`src/rtl/csr_exec_unit_pkg.sv`:
```
// CSR execute unit shared types.
// Opcodes, privilege modes and the latched request bundle.
package csr_exec_unit_pkg;

  typedef logic [31:0] word_t;
  typedef logic [11:0] csraddr_t;

  typedef enum logic [2:0] {
    OP_RSV0 = 3'b000,
    OP_RW   = 3'b001,
    OP_RS   = 3'b010,
    OP_RC   = 3'b011,
    OP_RSV4 = 3'b100,
    OP_RWI  = 3'b101,
    OP_RSI  = 3'b110,
    OP_RCI  = 3'b111
  } csr_op_t;

  typedef enum logic [1:0] {
    MODE_U = 2'b00,
    MODE_S = 2'b01,
    MODE_H = 2'b10,
    MODE_M = 2'b11
  } cpu_mode_t;

  typedef struct packed {
    csr_op_t   op;
    csraddr_t  addr;
    word_t     rs1;
    logic [4:0] zimm;
    logic [4:0] rs1_idx;
    word_t     pc;
    cpu_mode_t mode;
  } csr_req_t;

  function automatic word_t csr_src(input csr_req_t r);
    return r.op[2] ? {27'b0, r.zimm} : r.rs1;
  endfunction

endpackage

```
`src/rtl/csr_exec_unit_access_check.sv`:
```
// CSR legality and write-intent decode.
// Purely combinational; fed from the latched request.
module csr_access_check
  import csr_exec_unit_pkg::*;
(
  input  csr_op_t    op,
  input  csraddr_t   addr,
  input  logic [4:0] rs1_idx,
  input  logic [4:0] zimm,
  input  cpu_mode_t  mode,
  output logic       wr_intent,
  output logic       illegal
);

  always_comb begin
    wr_intent = 1'b0;
    unique case (op)
      OP_RW, OP_RWI:  wr_intent = 1'b1;
      OP_RS, OP_RC:   wr_intent = (rs1_idx != 5'd0);
      OP_RSI, OP_RCI: wr_intent = (zimm != 5'd0);
      default:        wr_intent = 1'b0;
    endcase
  end

  logic priv_bad;
  logic ro_bad;
  logic op_bad;

  assign priv_bad = addr[9:8] > 2'(mode);
  assign ro_bad   = (addr[11:10] == 2'b11) && wr_intent;
  assign op_bad   = (op == OP_RSV0) || (op == OP_RSV4);
  assign illegal  = priv_bad || ro_bad || op_bad;

endmodule

```
`src/rtl/csr_exec_unit.sv`:
```
// CSR execute unit: read, optional write, respond.
// Four-state FSM with kill and async reset.
module csr_exec_unit
  import csr_exec_unit_pkg::*;
(
  input  logic       clk,
  input  logic       rst_n,
  input  logic       req_valid,
  output logic       req_ready,
  input  csr_op_t    req_op,
  input  csraddr_t   req_addr,
  input  word_t      req_rs1,
  input  logic [4:0] req_zimm,
  input  logic [4:0] req_rs1_idx,
  input  word_t      req_pc,
  input  cpu_mode_t  cpu_mode,
  input  logic       kill,
  output csraddr_t   csr_raddr,
  input  word_t      csr_rdata,
  output csraddr_t   csr_waddr,
  output logic       csr_we,
  output word_t      csr_wdata,
  output logic       resp_valid,
  input  logic       resp_ready,
  output word_t      resp_rdata,
  output logic       resp_illegal,
  output logic       resp_flush,
  output word_t      resp_redirect_pc
);

  typedef enum logic [1:0] {
    S_IDLE,
    S_READ,
    S_WRITE,
    S_RESP
  } state_t;

  state_t   state;
  state_t   state_nx;
  csr_req_t req_q;
  word_t    old_q;
  word_t    src;
  word_t    new_val;
  logic     wr_intent;
  logic     illegal;
  logic     do_write;
  logic     accept;

  csr_access_check u_chk (
    .op        (req_q.op),
    .addr      (req_q.addr),
    .rs1_idx   (req_q.rs1_idx),
    .zimm      (req_q.zimm),
    .mode      (req_q.mode),
    .wr_intent (wr_intent),
    .illegal   (illegal)
  );

  assign do_write = wr_intent && !illegal;
  assign accept   = req_valid && req_ready;

  always_ff @(posedge clk or negedge rst_n) begin
    if (!rst_n) state <= S_IDLE;
    else        state <= state_nx;
  end

  always_comb begin
    state_nx = state;
    if (kill && state != S_IDLE) begin
      state_nx = S_IDLE;
    end else begin
      unique case (state)
        S_IDLE:  if (accept) state_nx = S_READ;
        S_READ:  state_nx = do_write ? S_WRITE : S_RESP;
        S_WRITE: state_nx = S_RESP;
        S_RESP:  if (resp_ready) state_nx = S_IDLE;
        default: state_nx = S_IDLE;
      endcase
    end
  end

  always_ff @(posedge clk or negedge rst_n) begin
    if (!rst_n) begin
      req_q <= '0;
      old_q <= '0;
    end else begin
      if (accept) begin
        req_q <= '{op: req_op, addr: req_addr,
                   rs1: req_rs1, zimm: req_zimm,
                   rs1_idx: req_rs1_idx, pc: req_pc,
                   mode: cpu_mode};
      end
      if (state == S_READ) old_q <= csr_rdata;
    end
  end

  // op[1:0] selects write/set/clear for both register and immediate forms
  always_comb begin
    src     = csr_src(req_q);
    new_val = src;
    unique case (1'b1)
      req_q.op[1:0] == 2'b10: new_val = old_q | src;
      req_q.op[1:0] == 2'b11: new_val = old_q & ~src;
      default:                new_val = src;
    endcase
  end

  always_comb begin
    req_ready        = 1'b0;
    csr_raddr        = '0;
    csr_waddr        = '0;
    csr_we           = 1'b0;
    csr_wdata        = '0;
    resp_valid       = 1'b0;
    resp_rdata       = '0;
    resp_illegal     = 1'b0;
    resp_flush       = 1'b0;
    resp_redirect_pc = '0;
    unique case (state)
      S_IDLE: req_ready = !kill;
      S_READ: csr_raddr = req_q.addr;
      S_WRITE: begin
        csr_waddr = req_q.addr;
        csr_we    = !kill;
        csr_wdata = new_val;
      end
      S_RESP: begin
        resp_valid       = !kill;
        resp_rdata       = illegal ? '0 : old_q;
        resp_illegal     = illegal;
        resp_flush       = do_write;
        resp_redirect_pc = req_q.pc + 32'd4;
      end
      default: req_ready = 1'b0;
    endcase
  end

endmodule

```
`config.mk`:
```
export PLATFORM = sky130hd
export DESIGN_NAME = csr_exec_unit
export DESIGN_NICKNAME = d
export VERILOG_FILES = /design/src/rtl/csr_exec_unit_pkg.sv /design/src/rtl/csr_exec_unit_access_check.sv /design/src/rtl/csr_exec_unit.sv
export SDC_FILE = /design/constraint.sdc
export NUM_CORES = 1
export LEC_CHECK = 0
export CORE_MARGIN = 2
export CORE_UTILIZATION = 49
export CTS_BUF_LIST = sky130_fd_sc_hd__clkbuf_16
export CTS_CLUSTER_SIZE = 16
export DETAILED_ROUTE_END_ITERATION = 10
export PLACE_DENSITY_LB_ADDON = 0.05
export SETUP_SLACK_MARGIN = 0.2
export SLEW_MARGIN = 25
export SYNTH_ARGS = -nofsm -noshare
export SYNTH_HDL_FRONTEND = slang
export SYNTH_SLANG_ARGS = --single-unit
export TNS_END_PERCENT = 20
```
`constraint.sdc`:
```
create_clock -name clk -period 6.45 [get_ports clk]
set_clock_uncertainty 0.2 [all_clocks]
set_input_delay 1.29 -clock clk [delete_from_list [all_inputs] [get_ports clk]]
set_output_delay 1.29 -clock clk [all_outputs]
set_load 0.02 [all_outputs]
```
==> results of run 1 <==
flip-flops by register name, summed over array words and instances (netlist names):
signal  count
req_q      91
old_q      32
state       2
cells by family (layout without fill, tap and decap cells):
family	count (synthesis)	in the layout	synth area share, %
AOI/OAI and AO/OA	98	98	9.97
xor gates and xnor gates	11	11	1.41
DFF	125	125	45.7
other	0	1	0
adders and majority gates	7	7	1.28
buffers and inverters	85	329	4.82
muxes	130	130	21.2
and+or+nand+nor	179	179	15.6
path summary, 6_finish.rpt:
| path | start | to | slack (ns) | cells after the start |
|---|---|---|---|---|
| worst max-delay path | req_q[89] | resp_rdata[20] | 1.65 | 7 |
| worst min register to register | req_q[56] | req_q[56] | 0.30 | 1 |
| max in group asynchronous | rst_n | req_q[8] | 4.00 | 2 |
| min in group asynchronous | rst_n | old_q[20] | 0.76 | 1 |
| worst min-delay path | req_q[56] | req_q[56] | 0.30 | 1 |
| worst max register to register | state[0] | req_q[8] | 3.53 | 6 |
layer usage:
layer / GRT usage [%] / vias up / part of all wire [%]
met1: 31.9 / 2851 / 41
met4: 10.6 / 0 / 3.1
li1: - / 2743 / -
met5: 0 / - / 0
met3: 7.90 / 35 / 7.3
met2: 43.1 / 216 / 49
through the flow:
stage | total power [mW] | instances | setup slack (ns) | utilization (%)
2_1_floorplan | 2.90 | 635 | 2.95 | -
3_3_place_gp | 3.66 | 1026 | 1.86 | 68.9
3_5_place_dp | 3.77 | 1027 | 2.08 | 68.9
4_1_cts | 4.81 | 1059 | 1.62 | 73.5
5_1_grt | 5.11 | 1060 | 1.44 | 73.6
6_report | 4.79 | 1060 | 1.65 | 73.6
placed cells by master (no fill, tap or decap), types with 2 or more instances in the layout:
| cell | Yosys | routed |
|---|---|---|
| a21oi_1 | 17 | 17 |
| a22oi_1 | 2 | 2 |
| and2_1 | 56 | 56 |
| and3_1 | 38 | 38 |
| and4_1 | 4 | 4 |
| buf_4 | 0 | 8 |
| bufinv_16 | 0 | 5 |
| clkbuf_16 | 0 | 17 |
| clkdlybuf4s50_1 | 0 | 251 |
| clkinv_1 | 0 | 3 |
| clkinv_2 | 0 | 3 |
| clkinvlp_4 | 0 | 3 |
| dfrtp_1 | 125 | 124 |
| ha_1 | 7 | 6 |
| inv_1 | 37 | 38 |
| mux2_2 | 123 | 123 |
| mux2i_1 | 7 | 7 |
| nand2_1 | 11 | 10 |
| nand2b_1 | 3 | 3 |
| nand3_1 | 10 | 10 |
| nand4_1 | 8 | 8 |
| nor2_1 | 20 | 20 |
| nor2b_1 | 4 | 4 |
| nor4b_1 | 2 | 2 |
| o211ai_1 | 27 | 27 |
| o21a_1 | 5 | 5 |
| o21ai_0 | 6 | 6 |
| o31ai_1 | 38 | 38 |
| or3_1 | 5 | 5 |
| or4_1 | 12 | 12 |
| xnor2_1 | 2 | 2 |
| xor2_1 | 9 | 9 |
area by class of cell:
cell class | instances | area share [%]
diodes | 1 | 0.0247
well taps | 180 | 2.22
repair buffers | 260 | 25.5
flip-flops and latches | 125 | 30.9
clock buffers | 17 | 4.20
inverters | 37 | 1.37
clock inverters | 15 | 2.00
multi-input cells | 425 | 33.8
power by group:
| part | internal (mW) | total, mW | switching (mW) |
|---|---|---|---|
| Combinational | 1.13 | 2.24 | 1.12 |
| Sequential | 1.19 | 1.53 | 0.339 |
| Clock | 0.676 | 1.02 | 0.342 |
critical path, stage by stage, from the launching register on:
cell,delay [ns]
dfrtp_1,0.33
buf_4,0.36
nor4b_1,0.28
a22oi_1,0.20
a311oi_4,0.64
buf_6,0.27
and3_1,0.18
clkdlybuf4s50_1,0.62
==> reports/metrics.csv, run 1 <==
stage,metric,value,unit
clocking,Clock Latency Late Sink,0.42,ns
clocking,clk root buf,clkbuf_16,
yosys,synth cell count leaders,"125 x dfrtp_1, 123 x mux2_2, 56 x and2_1, 41 x clkbuf_1",
outcome,status,finished clean,
routing,DRC violation count after routing,0,
yosys,"EDFF count, synth",0,
sta,Slew @ Worst Pin,0.904,ns
die,num ports,253,
placement,GP Congestion,0.819,
finish,proportion of layout cells with a drive suffix above 1,18.9,%
worst_setup_path,startpoint types,register,
yosys,ys flop type,dfrtp_1,
yosys,Gate Count Post-Synth,635,
clocking,TritonCTS clock tree,built,
yosys,post-synth top area cell,dfrtp_1,
routing,Avg WL per Cell,18.0,um
yosys,synth warn,0,
worst_setup_path,crit end category,output port,
sta,setup TNS,0,ns
die,chip width,122,um
flow_run,Maximum Capacitance Violations,0,
global_route,pin count of the biggest net entering global routing,66,
yosys,Synth top area share,45.7,%
yosys,"FF+latch count, synth",125,
placement,DP HPWL,13100,um
routing,vias per cell,5.51,
sta,Hold Slack,0.300,ns
global_route,Total GRT Usage,26.1,%
routing,routed via count,5845,
global_route,first-pass GRT wire length,30000,um
finish,area occupied by multi-input gates,3430,um2
routing,drt pass-1 iters,4,
yosys,"Distinct cells, synth",38,
clocking,post-CTS setup buffer count,0,
yosys,Post-synth ARST share,100,%
routing,Iter 0 DRT Violations,368,
power_and_ir_drop,peak supply drop,251,uV
worst_setup_path,largest fanout on the critical path,37,
power_and_ir_drop,P_leak,4.22,nW
routing,ANT nets after route,0,
yosys,top area cells in the synthesized netlist,"dfrtp_1 46%, mux2_2 20%, and2_1 5.1%, o31ai_1 4.2%, and3_1 3.5%",
die,num rows,43,
global_route,vias in the first global route,5871,
routing,DRT Wirelength,19100,um
clocking,clock tree buffer depth,2,
sta,final hold vios,0,
placement,DP Area,9500,um2
clocking,CTS H-tree depth,4,
global_route,initial antenna violation count,1,
power_and_ir_drop,power density cells,473,nW/um2
die,Initial Util,49.7,%
die,Die Ht,122,um
finish,fillers,1008,
finish,fin area,10100,um2
die,Core ar.,13800,um2
finish,FF/Latch Area,3130,um2
clocking,Post-CTS Hold Buffers,0,
sta,Max Slew Vio Count,0,
global_route,GRT Residual Overflow,0,
placement,Port-buffer cells,252,
die,die area,14900,um2
clocking,TritonCTS Buffers,17,
sta,RSZ-0062 raised after global routing,no,
sta,period utilization,74.5,%
clocking,CTS Sinks,125,
worst_setup_path,CP arrival,3.31,ns
sta,post-layout min period,4.80,ns
yosys,syn_nets,770,
sta,Slew headroom,39.7,%
yosys,sequential area share after synthesis,45.7,%
worst_setup_path,Setup CP Type,register to output port,
worst_setup_path,CP required,4.96,ns
clocking,clock slew at reported path FFs,0.05,ns
yosys,leading cell type by number of instances after synthesis,dfrtp_1,
yosys,"Cell Area, Synth",6850,um2
clocking,CTS resizes,0,
finish,NumNets Final,1001,
yosys,Mean Syn Cell Area,10.8,um2
finish,area grow syn2layout,48.0,%
sta,Peak Freq,208,MHz
hold_path,Hold Path Class,register to register,
sta,final setup vio count,0,
Power figures use the tool's default switching activity.
==> run 2, diff against run 1 <==
--- a/config.mk
+++ b/config.mk
@@ -6,7 +6,7 @@
 export NUM_CORES = 1
 export LEC_CHECK = 0
 export CORE_MARGIN = 2
-export CORE_UTILIZATION = 49
+export CORE_UTILIZATION = 45
 export CTS_BUF_LIST = sky130_fd_sc_hd__clkbuf_16
 export CTS_CLUSTER_SIZE = 16
 export DETAILED_ROUTE_END_ITERATION = 10
==> constraint.sdc (replaced) <==
create_clock -name clk -period 4.8 [get_ports clk]
set_clock_uncertainty 0.2 [all_clocks]
set_input_delay 0.96 -clock clk [delete_from_list [all_inputs] [get_ports clk]]
set_output_delay 0.96 -clock clk [all_outputs]
set_load 0.02 [all_outputs]
==> reports/metrics.csv, run 2 (synthesized netlist as in run 1, its figures left out) <==
stage,metric,value,unit
sta,RSZ-0062 raised after global routing,no,
worst_setup_path,CP arrival,3.19,ns
power_and_ir_drop,power density cells,629,nW/um2
clocking,Clock Latency Late Sink,0.41,ns
worst_setup_path,Worst R2R Setup Slack,2.07,ns
die,chip width,127,um
sta,period utilization,90.7,%
routing,Avg WL per Cell,17.9,um
worst_setup_path,r2r endpoint,req_q[48],
outcome,status,finished clean,
die,Initial Util,45.6,%
global_route,GRT Residual Overflow,0,
worst_setup_path,r2r startpoint,state[0],
routing,DRC violation count after routing,0,
worst_setup_path,Setup CP Type,register to output port,
finish,most frequent cells in the layout,"251 x clkdlybuf4s50_1, 124 x dfrtp_1, 123 x mux2_2",
sta,Max Slew Vio Count,0,
sta,Slew @ Worst Pin,0.916,ns
placement,Setup WS pre-CTS,0.930,ns
worst_setup_path,Worst Reg2Reg Path Length in Cells,6,
global_route,Total GRT Usage,23.9,%
placement,Port-buffer cells,252,
sta,setup TNS,0,ns
hold_path,HP Start,req_q[67],
finish,NumNets Final,1005,
clocking,TritonCTS Buffers,17,
sta,Peak Freq,230,MHz
global_route,initial antenna violation count,1,
worst_setup_path,CP required,3.64,ns
clocking,CTS Sinks,125,
routing,DRT Wirelength,19200,um
die,num rows,45,
clocking,clk root buf,clkbuf_16,
power_and_ir_drop,P_leak,4.22,nW
sta,post-layout min period,4.35,ns
finish,Reg with most FFs,req_q,
worst_setup_path,largest fanout on the critical path,19,
worst_setup_path,startpoint types,register,
clocking,clock tree buffer depth,2,
clocking,Post-CTS Hold Buffers,0,
sta,Slew headroom,38.9,%
routing,ANT nets after route,0,
routing,routed via count,5846,
die,num ports,253,
finish,"most common cell after layout, fill and taps aside",clkdlybuf4s50_1,
hold_path,Hold Crit Depth,1,
placement,GP Congestion,0.813,
global_route,first-pass GRT wire length,30200,um
routing,Iter 0 DRT Violations,294,
die,Die Ht,127,um
flow_run,Maximum Capacitance Violations,0,
die,die area,16200,um2
hold_path,hold endpoint,req_q[67],
finish,Regs by FF count,"req_q: 91 flops, old_q: 32 flops, state: 2 flops",
finish,Largest register FFs,91,
routing,vias per cell,5.45,
worst_setup_path,crit end category,output port,
placement,DP HPWL,13800,um
die,Core ar.,15000,um2
global_route,vias in the first global route,5957,
sta,final hold vios,0,
global_route,pin count of the biggest net entering global routing,69,
clocking,clock slew at reported path FFs,0.05,ns
power_and_ir_drop,peak supply drop,339,uV
routing,drt pass-1 iters,5,
finish,proportion of layout cells with a drive suffix above 1,19.3,%
clocking,TritonCTS clock tree,built,
clocking,CTS H-tree depth,4,
sta,final setup vio count,0,
sta,setup ws final,0.445,ns
hold_path,Hold Path Class,register to register,
clocking,CTS resizes,0,
clocking,post-CTS setup buffer count,0,
finish,area grow syn2layout,48.0,%
## run 2: cell type report
type,instances,area [um2]
clock inverters,15,180
fillers,1147,4890
well taps,188,235
repair buffers,264,2610
clock buffers,17,425
diodes,1,2.50
inverters,37,139
multi-input cells,425,3420
flip-flops and latches,125,3130
## run 2: metrics by stage
stage               cells  total power [mW]  util, %  hold WS (ns)  instance area (um2)
floorplan             635              3.90        -         0.271                 6850
global placement     1039              4.98     63.4         0.284                 9530
CTS                  1071              6.43     67.4         0.304                10100
global route         1071              6.80     67.4         0.322                10100
finish               1072              6.38     67.4         0.303                10100
detailed placement   1039              5.10     63.4         0.293                 9530
## run 2: where the power goes
group | leakage, nW | internal, mW | switching (mW)
clock network | 0.292 | 0.856 | 0.450
logic | 2.45 | 1.52 | 1.49
registers | 1.48 | 1.60 | 0.468
total | 4.22 | 3.97 | 2.41
## run 2: worst max-delay path by stage
stage,slack [ns],cells past startpoint,to,from
global route,0.23,6,resp_redirect_pc[22],req_q[4]
CTS,0.47,6,resp_redirect_pc[22],req_q[4]
floorplan,1.63,6,resp_redirect_pc[30],req_q[15]
finish,0.45,5,resp_redirect_pc[31],req_q[9]
global placement,1.03,6,resp_redirect_pc[22],req_q[4]
detailed placement,0.93,6,resp_redirect_pc[22],req_q[4]
## run 2: critical path: stages, from the launching register on
cell             delay (ns)
dfrtp_1                0.42
and4_1                 0.33
nand4_1                0.55
or4_1                  0.68
a21oi_1                0.17
clkdlybuf4s50_1        0.63
## run 2: metal layers
metal  up-vias  share of wire (%)  track usage (%)  wire length (um)
met5         -                  0                0                 0
met4         0                1.4             7.30               264
met3        21                6.9             7.75              1320
met2       189                 50             40.9              9700
met1      2882                 41             28.7              7940
li1       2754                  -                -                 -
==> run 3, diff against run 2 <==
--- a/config.mk
+++ b/config.mk
@@ -11,7 +11,6 @@
 export CTS_CLUSTER_SIZE = 16
 export DETAILED_ROUTE_END_ITERATION = 10
 export PLACE_DENSITY_LB_ADDON = 0.05
-export SETUP_SLACK_MARGIN = 0.2
 export SLEW_MARGIN = 25
 export SYNTH_ARGS = -nofsm -noshare
 export SYNTH_HDL_FRONTEND = slang
==> results of run 3 <==
The final DEF is identical to that of run 2; final timing and power are the same.
